## src/rtl/rom_port_arbiter.sv

```systemverilog
// Two-port arbiter (fetch / load-store) sharing one combinational instruction-ROM read port.
// Define ROM_ARB_RR_EN for round-robin arbitration; default is ls priority with starvation relief.
module rom_port_arbiter #(
   parameter int unsigned ROM_SIZE   = 256,
   parameter logic [63:0] ROM_START  = 64'h0,
   parameter int unsigned STARVE_MAX = 4
) (
   input  logic        HCLK,
   input  logic        HRESETn,
   input  logic        if_req,
   input  logic [63:0] if_addr,
   output logic        if_gnt,
   output logic        if_rvalid,
   output logic [63:0] if_rdata,
   output logic        if_err,
   input  logic        ls_req,
   input  logic [63:0] ls_addr,
   output logic        ls_gnt,
   output logic        ls_rvalid,
   output logic [63:0] ls_rdata,
   output logic        ls_err,
   output logic [63:0] rom_haddr,
   input  logic [63:0] rom_hrdata
);

   typedef enum logic [1:0] {IDLE, ACCESS, RESP} state_t;

   localparam logic [63:0] LAST_OFS = 64'(ROM_SIZE - 9);

   state_t      state, state_nx;
   logic        any_req, pick_ls;
   logic        owner_ls, ok_q;
   logic [63:0] addr_q, win_addr;

   // Range test works on the offset so addresses near 2^64 cannot wrap into range.
   function automatic logic in_range(input logic [63:0] a);
      logic [63:0] ofs;
      ofs = a - ROM_START;
      return (a >= ROM_START) && (ofs <= LAST_OFS);
   endfunction

`ifdef ROM_ARB_RR_EN
   logic last_ls;
`else
   localparam int unsigned CW = $clog2(STARVE_MAX + 1);
   logic [CW-1:0] starve_cnt;
`endif

   always_comb begin
      any_req = if_req | ls_req;
`ifdef ROM_ARB_RR_EN
      pick_ls = ls_req & (~if_req | ~last_ls);
`else
      pick_ls = ls_req & (~if_req | (starve_cnt != CW'(STARVE_MAX)));
`endif
      win_addr = pick_ls ? ls_addr : if_addr;
   end

   always_ff @(posedge HCLK) begin
      if (!HRESETn) state <= IDLE;
      else          state <= state_nx;
   end

   always_comb begin
      state_nx = state;
      unique case (state)
         IDLE:    if (any_req) state_nx = ACCESS;
         ACCESS:  state_nx = RESP;
         RESP:    state_nx = IDLE;
         default: state_nx = IDLE;
      endcase
   end

   always_comb begin
      if_gnt    = 1'b0;
      ls_gnt    = 1'b0;
      if_rvalid = 1'b0;
      ls_rvalid = 1'b0;
      if_err    = 1'b0;
      ls_err    = 1'b0;
      rom_haddr = ROM_START;
      unique case (state)
         ACCESS: begin
            if_gnt = ~owner_ls;
            ls_gnt = owner_ls;
            if (ok_q) rom_haddr = addr_q;
         end
         RESP: begin
            if_rvalid = ~owner_ls;
            ls_rvalid = owner_ls;
            if_err    = ~owner_ls & ~ok_q;
            ls_err    = owner_ls & ~ok_q;
         end
         default: ;
      endcase
   end

   always_ff @(posedge HCLK) begin
      if (!HRESETn) begin
         owner_ls   <= 1'b0;
         ok_q       <= 1'b0;
         addr_q     <= ROM_START;
         if_rdata   <= '0;
         ls_rdata   <= '0;
`ifdef ROM_ARB_RR_EN
         last_ls    <= 1'b1;
`else
         starve_cnt <= '0;
`endif
      end else begin
         if (state == IDLE && any_req) begin
            owner_ls <= pick_ls;
            addr_q   <= win_addr;
            ok_q     <= in_range(win_addr);
`ifdef ROM_ARB_RR_EN
            last_ls  <= pick_ls;
`else
            if (!pick_ls)               starve_cnt <= '0;
            else if (if_req && ls_req)  starve_cnt <= starve_cnt + 1'b1;
`endif
         end
         if (state == ACCESS) begin
            if (owner_ls) ls_rdata <= ok_q ? rom_hrdata : '0;
            else          if_rdata <= ok_q ? rom_hrdata : '0;
         end
      end
   end

endmodule

```

## config.mk

```make
export PLATFORM = sky130hd
export DESIGN_NAME = rom_port_arbiter
export DESIGN_NICKNAME = d
export VERILOG_FILES = /design/src/rtl/rom_port_arbiter.sv
export SDC_FILE = /design/constraint.sdc
export NUM_CORES = 1
export LEC_CHECK = 0
export ABC_CLOCK_PERIOD_IN_PS = 1550
export BUFFER_PORTS_ARGS = -buffer_cell sky130_fd_sc_hd__clkbuf_2
export CORE_MARGIN = 2
export CORE_UTILIZATION = 34
export DETAILED_ROUTE_END_ITERATION = 6
export HOLD_SLACK_MARGIN = 0.12
export PLACE_DENSITY_LB_ADDON = 0.15
export SYNTH_ARGS = -nofsm -noshare
export SYNTH_HDL_FRONTEND = slang
export SYNTH_SLANG_ARGS = --single-unit
export TNS_END_PERCENT = 20
```

## constraint.sdc

```tcl
create_clock -name HCLK -period 1.55 [get_ports HCLK]
set_clock_uncertainty 0.1 [all_clocks]
set_input_delay 0.31 -clock HCLK [delete_from_list [all_inputs] [get_ports HCLK]]
set_output_delay 0.31 -clock HCLK [all_outputs]
set_load 0.02 [all_outputs]
```

Yosys cells after proc, flatten, opt, wreduce, memory -nomap -nowiden
Cells that the tools add are included.
- register bits: 199
- output and inout port bits: 198
- logic and storage cells: 44
- add/sub/neg operators: 1
- order comparisons: 2
- equal/unequal tests: 5
- muxes and demuxes: 14
- bitwise operators: 8
- reduce and logical (&&, ||, !) cells: 7
- operator list (kind ; count):
    64-bit 2-to-1 mux ; 4
    64-bit by 1-bit >= comparator with 1-bit output (second input constant) ; 1
    64-bit by 8-bit <= comparator with 1-bit output (second input constant) ; 1
    1-bit 2-to-1 mux ; 6
    3-bit 2-to-1 mux ; 2
    2-bit AND reduction ; 3
    2-bit case mux with 2 select lines ; 1
    3-bit by 1-bit adder with 3-bit output (second input constant) ; 1
    1-bit bitwise AND ; 3
    1-bit logical AND ; 3
    3-bit != test (second input constant) ; 1
    1-bit NOT ; 3
    2-bit by 1-bit == test with 1-bit output (second input constant) ; 1
    2-bit == test (second input constant) ; 1
    2-bit zero test ; 1
    2-bit 2-to-1 mux ; 1
    2-bit by 1-bit != test with 1-bit output (second input constant) ; 1
    2-bit != test (second input constant) ; 1
    1-bit bitwise OR ; 2

Longest topological paths before layout
- word-level depth: 6
- mapped depth: 9
- gate-level depth less buffers: 7

Worst setup path before layout
No wires, ideal clock.
- path type: register -> output
- from: register ok_q
- to: output port if_err
- data arrival time: 1239 ps
- required time: 1140 ps
- slack: -99 ps
- stages on the path, launching flop included: 5
- path buffers: 3
- cells stage by stage: dfxtp_1 > buf_2 > buf_2 > clkbuf_1 > nor3_1
- word-level cells in the longest chain between the ends: 3
- RTL lines (what ; RTL line ; source):
    start, declared ; 32 ; logic owner_ls, ok_q;
    start signal, assigned ; 114 ; ok_q <= in_range(win_addr);
    1-bit NOT ; 91 ; if_err = ~owner_ls & ~ok_q;
    1-bit bitwise AND ; 91 ;
    1-bit 2-to-1 mux ; 82 ; unique case (state)
    end, declared ; 15 ; output logic if_err,
Every way passes these cells.

Final worst setup path
- from: register state[0]
- to: output port rom_haddr[55]
- word-level cells in the longest chain between the ends: 2
- RTL lines (what ; RTL line ; source):
    start, declared ; 30 ; state_t state, state_nx;
    start signal, assigned ; 61 ; else state <= state_nx;
    2-bit by 1-bit == test with 1-bit output ; 82 ;
    64-bit 2-to-1 mux ; 82 ;
    end, declared ; 22 ; output logic [63:0] rom_haddr,
Every way passes these cells.

==> flow_summary_export.csv <==
group,metric,value,unit
route,first_pass_iters,5,
yosys,async_flop_share,0,
floorplanning,die_w,167,microns
setup_path,worst_ep_required_time,1.14,ns
grt,grt_max_degree,78,
cts,htree_levels,4,
floorplanning,die_area,0.0279,sq mm
cts,clk_pin_slew,0.08,ns
floorplanning,die_h,167,microns
sta,min_period_over_period,1.32,
power,p_leak,6.75,nW
cts,cts.sinks,199,
floorplanning,initial_core_util,0.347,
yosys,ys_seq_area_frac,0.441,
route,wire_per_inst,18.3,microns
setup_path,crit_fanout,6,
cts,cts_buffer_depth,2,
floorplanning,io_pins,394,
yosys,ys_seq_elements,199,
cts,cts-root-buf,"clkbuf_16",
cells_and_area,nFillCells,2447,
sta,setup_ws,-0.498,ns
yosys,synth_warnings,0,
cts,cts_tree,"done",
floorplanning,fp-row-count,59,
cells_and_area,antennaDiodeCount,0,
power,ir_drop,0.000548,V
setup_path,worstPathArrival,1.64,ns
cells_and_area,final_nets,1774,
grt,track_usage,0.238,
grt,grt_pass1_wl,53400,microns
cells_and_area,area_delta_synth_final,57.4,%
worst_hold_path,hp-class,"input port to register",
route,vias,10100,
route,routed_via_density,5.25,
placement,place.gp.congestion,0.948,
cells_and_area,layout-drive-gt1-share,0.376,
placement,io_buffer_count,393,
status,violations,"negative setup slack",
floorplanning,placeableCoreArea,0.0261,sq mm
cts,clkLatencyLatePin,0.43,ns
run,maxCapViolCount,0,
yosys,syn_area,0.00904,sq mm
route,routed_wl,35200,microns
yosys,synth_top_flop_cell,"dfxtp_1",
sta,setup_violations,218,
sta,relSlewSlack,0.670,
placement,dp.cells,1807,
route,first_iter_violations,803,
status,status,"finished with violations",
cells_and_area,postLayoutCoreUtil,0.546,
placement,hpwlAfterDp,24100,microns
route,ant_nets,0,
yosys,synth.distinct_cells,31,
setup_path,cp-start-kind,"register",
sta,max_freq,488,MHz
sta,hold_violations,0,
sta,layout_min_cycle_time,2.05,ns
sta,slew_violations,0,
sta,rsz0062_at_grt,"true",
yosys,syn_avg_cell_area,8.25,sq um
yosys,synthCells,1096,
power,pwr_density_cell,849,mW/mm^2
cells_and_area,final-seq-area,0.00399,sq mm
setup_path,worstSetupEndpointType,"output pin",
setup_path,worstSetupPathType,"register to output pin",
cells_and_area,multi_input_area,0.00474,sq mm
grt,first_global_vias,9612,
grt,overflow,0,
cts,numCtsBuffers,17,
route,drc,0,
cells_and_area,fin_cells,1924,
yosys,synth-edff-count,0,
grt,antenna_found_initial,1,
yosys,synth_nets,1294,
sta,worstMarginPinSlew,0.490,ns
flip-flops by register name (all words and copies together), names as in the netlist:
signal,flops
ok_q,1
state,2
ls_rdata,64
if_rdata,64
addr_q,64
starve_cnt,3
owner_ls,1
where the power goes:
group	internal (W)	leakage [nW]	total (W)	switching, W
Combinational	0.000977	4.83	0.00197	0.000995
Sequential	0.00531	1.62	0.00543	0.000118
Clock	0.00234	0.296	0.00468	0.00234
cell usage in the layout (no fill, tap or decap), types with 17 or more instances in the layout:
master           n
buf_8           17
a21boi_0        26
o211a_1         64
dlygate4sd3_1   69
and3_4          30
nand2_1        195
buf_12          27
and3_1          37
nor4_1          28
dfxtp_1        194
clkbuf_2       322
buf_6           30
buf_4           78
clkbuf_16       19
a21boi_1       104
nand3_1        246
timing repair:
item	in CTS	in global routing
endpoints found under the setup margin	203	266
hold buffers	69	0
resized for setup	150	189
endpoints found under the hold margin	133	0
cloned	3	3
setup buffers	8	6
pin swaps	7	4
final timing paths:
| path | startpoint | slack [ns] | depth (start not counted) | endpoint |
|---|---|---|---|---|
| min reg2reg | if_rdata[16]$_SDFFE_PN0P_ | 0.35 | 2 | if_rdata[16]$_SDFFE_PN0P_ |
| max reg2reg | state[0]$_SDFFE_PN0P_ | -0.21 | 10 | if_rdata[42]$_SDFFE_PN0P_ |
| max | state[0]$_SDFFE_PN0P_ | -0.50 | 6 | rom_haddr[55] |
| min | if_addr[6] | 0.13 | 4 | addr_q[6]$_SDFFE_PN0P_ |
layer usage:
metal | global-route usage | vias up | wire [microns]
met1 | 0.310 | 4742 | 15100
met5 | 0 | - | 13
li1 | - | 4854 | -
met2 | 0.391 | 439 | 16800
met4 | 0.0873 | 2 | 1000
met3 | 0.0480 | 57 | 2330
worst max-delay path, stage by stage, from the launching register on:
cell and delay [ns]:
dfxtp_2 0.34, nor2b_4 0.15, buf_12 0.13, buf_12 0.13, clkbuf_16 0.14, and3_4 0.19, buf_8 0.12
synth_stat cells (2+ instances only):
master | number | share of area
ha_1 | 2 | 0.0028
o21a_1 | 2 | 0.0017
clkbuf_1 | 52 | 0.022
a21boi_0 | 114 | 0.095
nand2_1 | 199 | 0.083
buf_1 | 7 | 0.0029
nor3_1 | 4 | 0.0022
nor2_1 | 6 | 0.0025
nand4_1 | 7 | 0.0048
buf_2 | 35 | 0.019
dfxtp_1 | 199 | 0.44
nor4_1 | 28 | 0.019
mux2i_1 | 3 | 0.0033
a21boi_1 | 16 | 0.013
and2_1 | 3 | 0.0021
nand3_1 | 253 | 0.14
and3_1 | 67 | 0.046
o21ai_0 | 2 | 0.0011
inv_1 | 5 | 0.0021
buf_6 | 6 | 0.0075
o211a_1 | 64 | 0.071
buf_4 | 13 | 0.011
metrics by stage:
stage	hold slack [ns]	total power [W]	TNS (ns)	worst slack (ns)	cell area [sq um]
after floorplan	0.358	0.00631	-1.40	-0.0991	9040
after global placement	0.342	0.00713	-2.76	-0.254	11900
after detailed placement	0.344	0.00713	-8.09	-0.243	11900
after CTS	0.120	0.0121	-42.62	-0.524	13800
after global routing	0.144	0.0125	-62.65	-0.560	14200
final	0.133	0.0121	-43.40	-0.498	14200
layout make-up:
class | instances | area share
clock inverters | 14 | 0.0124
multi-input cells | 779 | 0.333
flip-flops and latches | 199 | 0.281
repair buffers | 574 | 0.312
clock buffers | 18 | 0.0302
inverters | 5 | 0.00167
well taps | 335 | 0.0295
logic make-up after synthesis:
| kind of cell | Yosys count | synth area share |
|---|---|---|
| AOI/OAI and AO/OA | 201 | 0.184 |
| DFF | 199 | 0.441 |
| and+or+nand+nor | 573 | 0.305 |
| buffers and inverters | 118 | 0.0642 |
| adders and majority gates | 2 | 0.00277 |
| muxes | 3 | 0.00332 |
(Power assumes the default switching activity.)
